===== config.mk =====
export PLATFORM = sky130hd
export DESIGN_NAME = fadd_sched
export DESIGN_NICKNAME = d
export VERILOG_FILES = /design/src/rtl/fadd_sched.sv
export SDC_FILE = /design/constraint.sdc
export NUM_CORES = 1
export LEC_CHECK = 0
export CAP_MARGIN = 0
export CELL_PAD_IN_SITES_DETAIL_PLACEMENT = 0
export CELL_PAD_IN_SITES_GLOBAL_PLACEMENT = 2
export CORE_UTILIZATION = 30
export DETAILED_ROUTE_END_ITERATION = 6
export PLACE_DENSITY_LB_ADDON = 0.1
export SYNTH_ARGS = -nofsm -noshare
export SYNTH_HDL_FRONTEND = slang
export SYNTH_SLANG_ARGS = --single-unit

===== constraint.sdc =====
create_clock -name clk -period 8.6 [get_ports clk]
set_input_delay 0.86 -clock clk [delete_from_list [all_inputs] [get_ports clk]]
set_output_delay 0.86 -clock clk [all_outputs]
set_load 0.02 [all_outputs]

===== src/rtl/fadd_sched.sv =====
// rtl/fadd_sched.sv - two-requester round-robin issue to a fixed-latency FP adder with in-order result buffer
// Credits cover in-flight and buffered results, so the result FIFO can never overflow.
module fadd_sched #(
  parameter int N     = 32,
  parameter int LAT   = 3,
  parameter int TAGW  = 4,
  parameter int DEPTH = 4
) (
  input  logic            clk,
  input  logic            rst,
  input  logic            req0_valid,
  output logic            req0_ready,
  input  logic [N-1:0]    req0_a,
  input  logic [N-1:0]    req0_b,
  input  logic [2:0]      req0_frm,
  input  logic [TAGW-1:0] req0_tag,
  input  logic            req1_valid,
  output logic            req1_ready,
  input  logic [N-1:0]    req1_a,
  input  logic [N-1:0]    req1_b,
  input  logic [2:0]      req1_frm,
  input  logic [TAGW-1:0] req1_tag,
  output logic            fu_valid,
  output logic [N-1:0]    fu_a,
  output logic [N-1:0]    fu_b,
  output logic [2:0]      fu_frm,
  input  logic            fu_ready,
  input  logic [N-1:0]    fu_out,
  input  logic [3:0]      fu_flags,
  output logic            res_valid,
  input  logic            res_ready,
  output logic [N-1:0]    res_data,
  output logic [3:0]      res_flags,
  output logic [TAGW-1:0] res_tag,
  output logic            res_src,
  input  logic            flush,
  output logic            err
);
  localparam int CW = $clog2(DEPTH + 1);
  localparam int OW = CW + 1;
  localparam int PW = (DEPTH > 1) ? $clog2(DEPTH) : 1;
  localparam int EW = N + 4 + TAGW + 1;

  logic [CW-1:0]   count;
  logic [CW-1:0]   inflight;
  logic [CW-1:0]   inflight_nxt;
  logic [OW-1:0]   occ;
  logic            last;
  logic            can_take;
  logic            both;
  logic            acc0;
  logic            acc1;
  logic            accept;
  logic [LAT:0]    trk_v;
  logic [LAT:0]    trk_k;
  logic [LAT:0]    trk_s;
  logic [TAGW-1:0] trk_t [LAT+1];
  logic [EW-1:0]   mem [DEPTH];
  logic [PW-1:0]   rd_ptr;
  logic [PW-1:0]   wr_ptr;
  logic            full;
  logic            push_ok;
  logic            push;
  logic            pop;
  logic            err_set;

  function automatic logic [PW-1:0] ptr_inc(input logic [PW-1:0] p);
    return (p == PW'(DEPTH - 1)) ? '0 : p + 1'b1;
  endfunction

  // last==1 means req1 was granted most recently, so req0 wins the next tie
  assign occ        = OW'(count) + OW'(inflight);
  assign can_take   = !rst && !flush && (occ < OW'(DEPTH));
  assign both       = req0_valid && req1_valid;
  assign req0_ready = can_take && !(both && !last);
  assign req1_ready = can_take && !(both && last);
  assign acc0       = req0_valid && req0_ready;
  assign acc1       = req1_valid && req1_ready;
  assign accept     = acc0 || acc1;

  assign full    = (count == CW'(DEPTH));
  assign pop     = res_valid && res_ready && !flush;
  assign push_ok = trk_v[LAT] && !trk_k[LAT] && fu_ready && !flush;
  assign push    = push_ok && !(full && !pop);
  assign err_set = (trk_v[LAT] && !fu_ready) || (fu_ready && !trk_v[LAT]) ||
                   (push_ok && full && !pop);

  assign res_valid = (count != '0);
  assign {res_data, res_flags, res_tag, res_src} = mem[rd_ptr];

  always_comb begin
    inflight_nxt = inflight;
    if (accept && !trk_v[LAT])
      inflight_nxt = inflight + 1'b1;
    else if (!accept && trk_v[LAT])
      inflight_nxt = inflight - 1'b1;
  end

  always_ff @(posedge clk or posedge rst) begin
    if (rst) begin
      fu_valid <= 1'b0;
      fu_a     <= '0;
      fu_b     <= '0;
      fu_frm   <= '0;
      last     <= 1'b1;
      inflight <= '0;
      err      <= 1'b0;
    end else begin
      fu_valid <= accept;
      inflight <= inflight_nxt;
      if (accept) begin
        fu_a   <= acc1 ? req1_a : req0_a;
        fu_b   <= acc1 ? req1_b : req0_b;
        fu_frm <= acc1 ? req1_frm : req0_frm;
        last   <= acc1;
      end
      if (err_set)
        err <= 1'b1;
    end
  end

  // Tracker stage LAT lines up with the adder's fu_ready for the op it carries
  always_ff @(posedge clk or posedge rst) begin
    if (rst) begin
      trk_v <= '0;
      trk_k <= '0;
      trk_s <= '0;
      for (int i = 0; i <= LAT; i++)
        trk_t[i] <= '0;
    end else begin
      trk_v[0] <= accept;
      trk_k[0] <= 1'b0;
      trk_s[0] <= acc1;
      trk_t[0] <= acc1 ? req1_tag : req0_tag;
      for (int i = 1; i <= LAT; i++) begin
        trk_v[i] <= trk_v[i-1];
        trk_k[i] <= trk_k[i-1] | (flush & trk_v[i-1]);
        trk_s[i] <= trk_s[i-1];
        trk_t[i] <= trk_t[i-1];
      end
    end
  end

  always_ff @(posedge clk or posedge rst) begin
    if (rst) begin
      count  <= '0;
      rd_ptr <= '0;
      wr_ptr <= '0;
      for (int i = 0; i < DEPTH; i++)
        mem[i] <= '0;
    end else if (flush) begin
      count  <= '0;
      rd_ptr <= '0;
      wr_ptr <= '0;
    end else begin
      if (push) begin
        mem[wr_ptr] <= {fu_out, fu_flags, trk_t[LAT], trk_s[LAT]};
        wr_ptr      <= ptr_inc(wr_ptr);
      end
      if (pop)
        rd_ptr <= ptr_inc(rd_ptr);
      if (push && !pop)
        count <= count + 1'b1;
      else if (pop && !push)
        count <= count - 1'b1;
    end
  end
endmodule


==> run metrics <==
status finished clean; setup TNS 0 ns; num rows 72; Die Y approximately 200 µm; Crit Path Category reg -> out; final core occ 0.421; GR Util All Layers 0.168; Resize count post-CTS 0; register area between 6000 and 7000 µm²; Total Nets Final 1,379; Synth area leader dfrtp_1; fmax 0.254 GHz; Slew headroom 0.339; Avg Vias per Cell 4.66; Data required, critical path 7.74 ns; Mapped Cells 894; Final Instance Area 16,300 µm²; critical path fanouts, max 32; Synth top area share 0.569; largest net degree at the start of global routing ~130; P per Cell Area 266 nW/µm²; Crit-path slowest cell buf_4; Die X 201 µm; DRT Pass-1 Iters 4; Starting DRT DRC Count approximately 170; drt wl/cell 19.2 µm; antenna diode count 0; final hold vios 0; die area 40,200 µm²; number of global-route vias before repair a little under 9,000; maxcap violations 0; crit-path max cell delay roughly 0.7 ns; clock sinks 270; hold crit path type reg -> reg; Final Critical Period 3.94 ns; peak supply drop 115 µV; unrepaired setup endpoints after global routing no; first-pass GRT wire length 52,500 µm; dpl cell area between 15,000 and 20,000 µm²; fillcell total 3,737; area occupied by multi-input gates 4690 µm²; clock slew at reported path FFs 0.06 ns; fin. max-slew vios 0; critical path launch point type register; #FFs+latches synth 270; CORE AREA 38,700 µm²; largest cells by area after synthesis dfrtp_1 57%, mux2_2 13%, mux4_2 7.8%; crit-path cells buf_4, mux4_2, clkdlybuf4s50_1; layout cell share with drive strength beyond 1 0.240; Yosys warnings 0; WP buf/inv 2; total CTS buffers 34; Post-synth EDFFs 0; CTS tree built; clk_lat worst skew 0.53 ns; async set-reset flop share out of synthesis 1.00; hpwl dp approximately 21,000 µm; initial antenna violation count 4; Max clock buf depth 3; postcts setup bufs 0; Leak 7.62 nW; Worst Tran Pin Value between 0.9 and 1 ns; syn nets approximately 1,100; most common cell after layout, fill and taps aside clkdlybuf4s50_1; CP endpoint kind output port; # H-tree levels 2; Mapped Area 11,800 µm²; Placer Congestion approximately 0.7; sequential area share after synthesis 0.571; Worst Path Arrival 3.08 ns; CTS Hold Bufs 0; Initial Util 0.305; I/O pin count 298; Post-Route WL approximately 33,000 µm; Pwr Total 0.00434 W; top_reg_cell synth dfrtp_1; fin crit share 0.458; Remaining DRCs 0; vias approximately 8,000; post-route antenna net violation count 0; Final Skew 0.0231 ns; Unique masters post-synth 38; commonest cells after routing, fill and taps aside 297 x clkdlybuf4s50_1, 267 x dfrtp_1, 137 x mux2_2; total grt overflow 0; Avg Cell Area, Syn 13.2 µm²; family with the most delay on the worst path buffers and inverters; Area Overhead vs Synth 37.9%; Port Buffers 297; final setup fails 0; CTS Root Cell clkbuf_16
[flip-flops by register name (all words and copies together), names as in the netlist, 2 cells and up]
name      count
rd_ptr        2
inflight      3
trk_k         3
mem         164
wr_ptr        2
trk_v         4
trk_s         4
fu_a         32
fu_frm        3
trk_t        16
count         3
fu_b         32
[cell families (layout without fill, tap and decap cells)]
group	after synthesis	after routing	synth area share
flops	270	270	0.571
mux	211	211	0.249
simple gates	193	193	0.0678
compound gates	139	139	0.0634
buf+inv	67	381	0.0333
fa+ha+maj	10	10	0.0118
xor+xnor	4	4	0.00296
[cell type report]
cell class | count | area share
clock buffers | 52 | 0.0631
clock inverters | 8 | 0.00399
inverters | 11 | 0.00307
multi-input cells | 557 | 0.287
flip-flops and latches | 270 | 0.414
well taps | 518 | 0.0397
repair buffers | 310 | 0.188
[power breakdown]
group | total [W] | switching [W] | internal (W)
registers | 0.00163 | 0.000144 | 0.00148
logic | 0.00132 | 0.000658 | 0.000667
clock network | 0.00138 | 0.000555 | 0.000828
total | 0.00434 | 0.00136 | 0.00298
[stage by stage]
stage	instances	hold slack [ns]	setup slack, ns
after detailed placement	1666	0.335	4.79
after global routing	1726	0.358	4.43
after CTS	1726	0.343	4.50
after global placement	1666	0.333	4.84
final	1726	0.346	4.66
after floorplan	894	0.331	0.303
[worst paths after layout]
kind	start	end	slack (ns)	depth (start not counted)
worst max-delay path	rd_ptr[0]$_DFFE_PP0P_	res_tag[2]	4.66	3
worst min-delay path	trk_s[0]$_DFF_PP0_	trk_s[1]$_DFF_PP0_	0.35	0
worst max register to register	count[2]$_DFFE_PP0P_	fu_b[12]$_DFFE_PP0N_	5.92	7
worst min register to register	trk_s[0]$_DFF_PP0_	trk_s[1]$_DFF_PP0_	0.35	0
max in group asynchronous	rst	mem[26]$_DFFE_PP0P_	6.01	3
min in group asynchronous	rst	fu_b[10]$_DFFE_PP0N_	1.01	2
[synth_stat cells, drive strengths merged (5+ instances only)]
library cell	instances
inv	11
mux2	168
buf	29
nor2	78
nand3	5
a21oi	117
dfrtp	269
clkbuf	27
a31oi	14
nand2	96
mux4	41
ha	8
[layer usage]
layer / GRT usage / vias to the layer above / routed length (µm)
met5: 0 / - / 54
met4: 0.0395 / 8 / 538
met3: 0.0739 / 48 / 2990
met2: 0.270 / 219 / 15600
met1: 0.208 / 4032 / 13900
li1: - / 3731 / -
No activity file was read; power rests on OpenSTA's default activity.
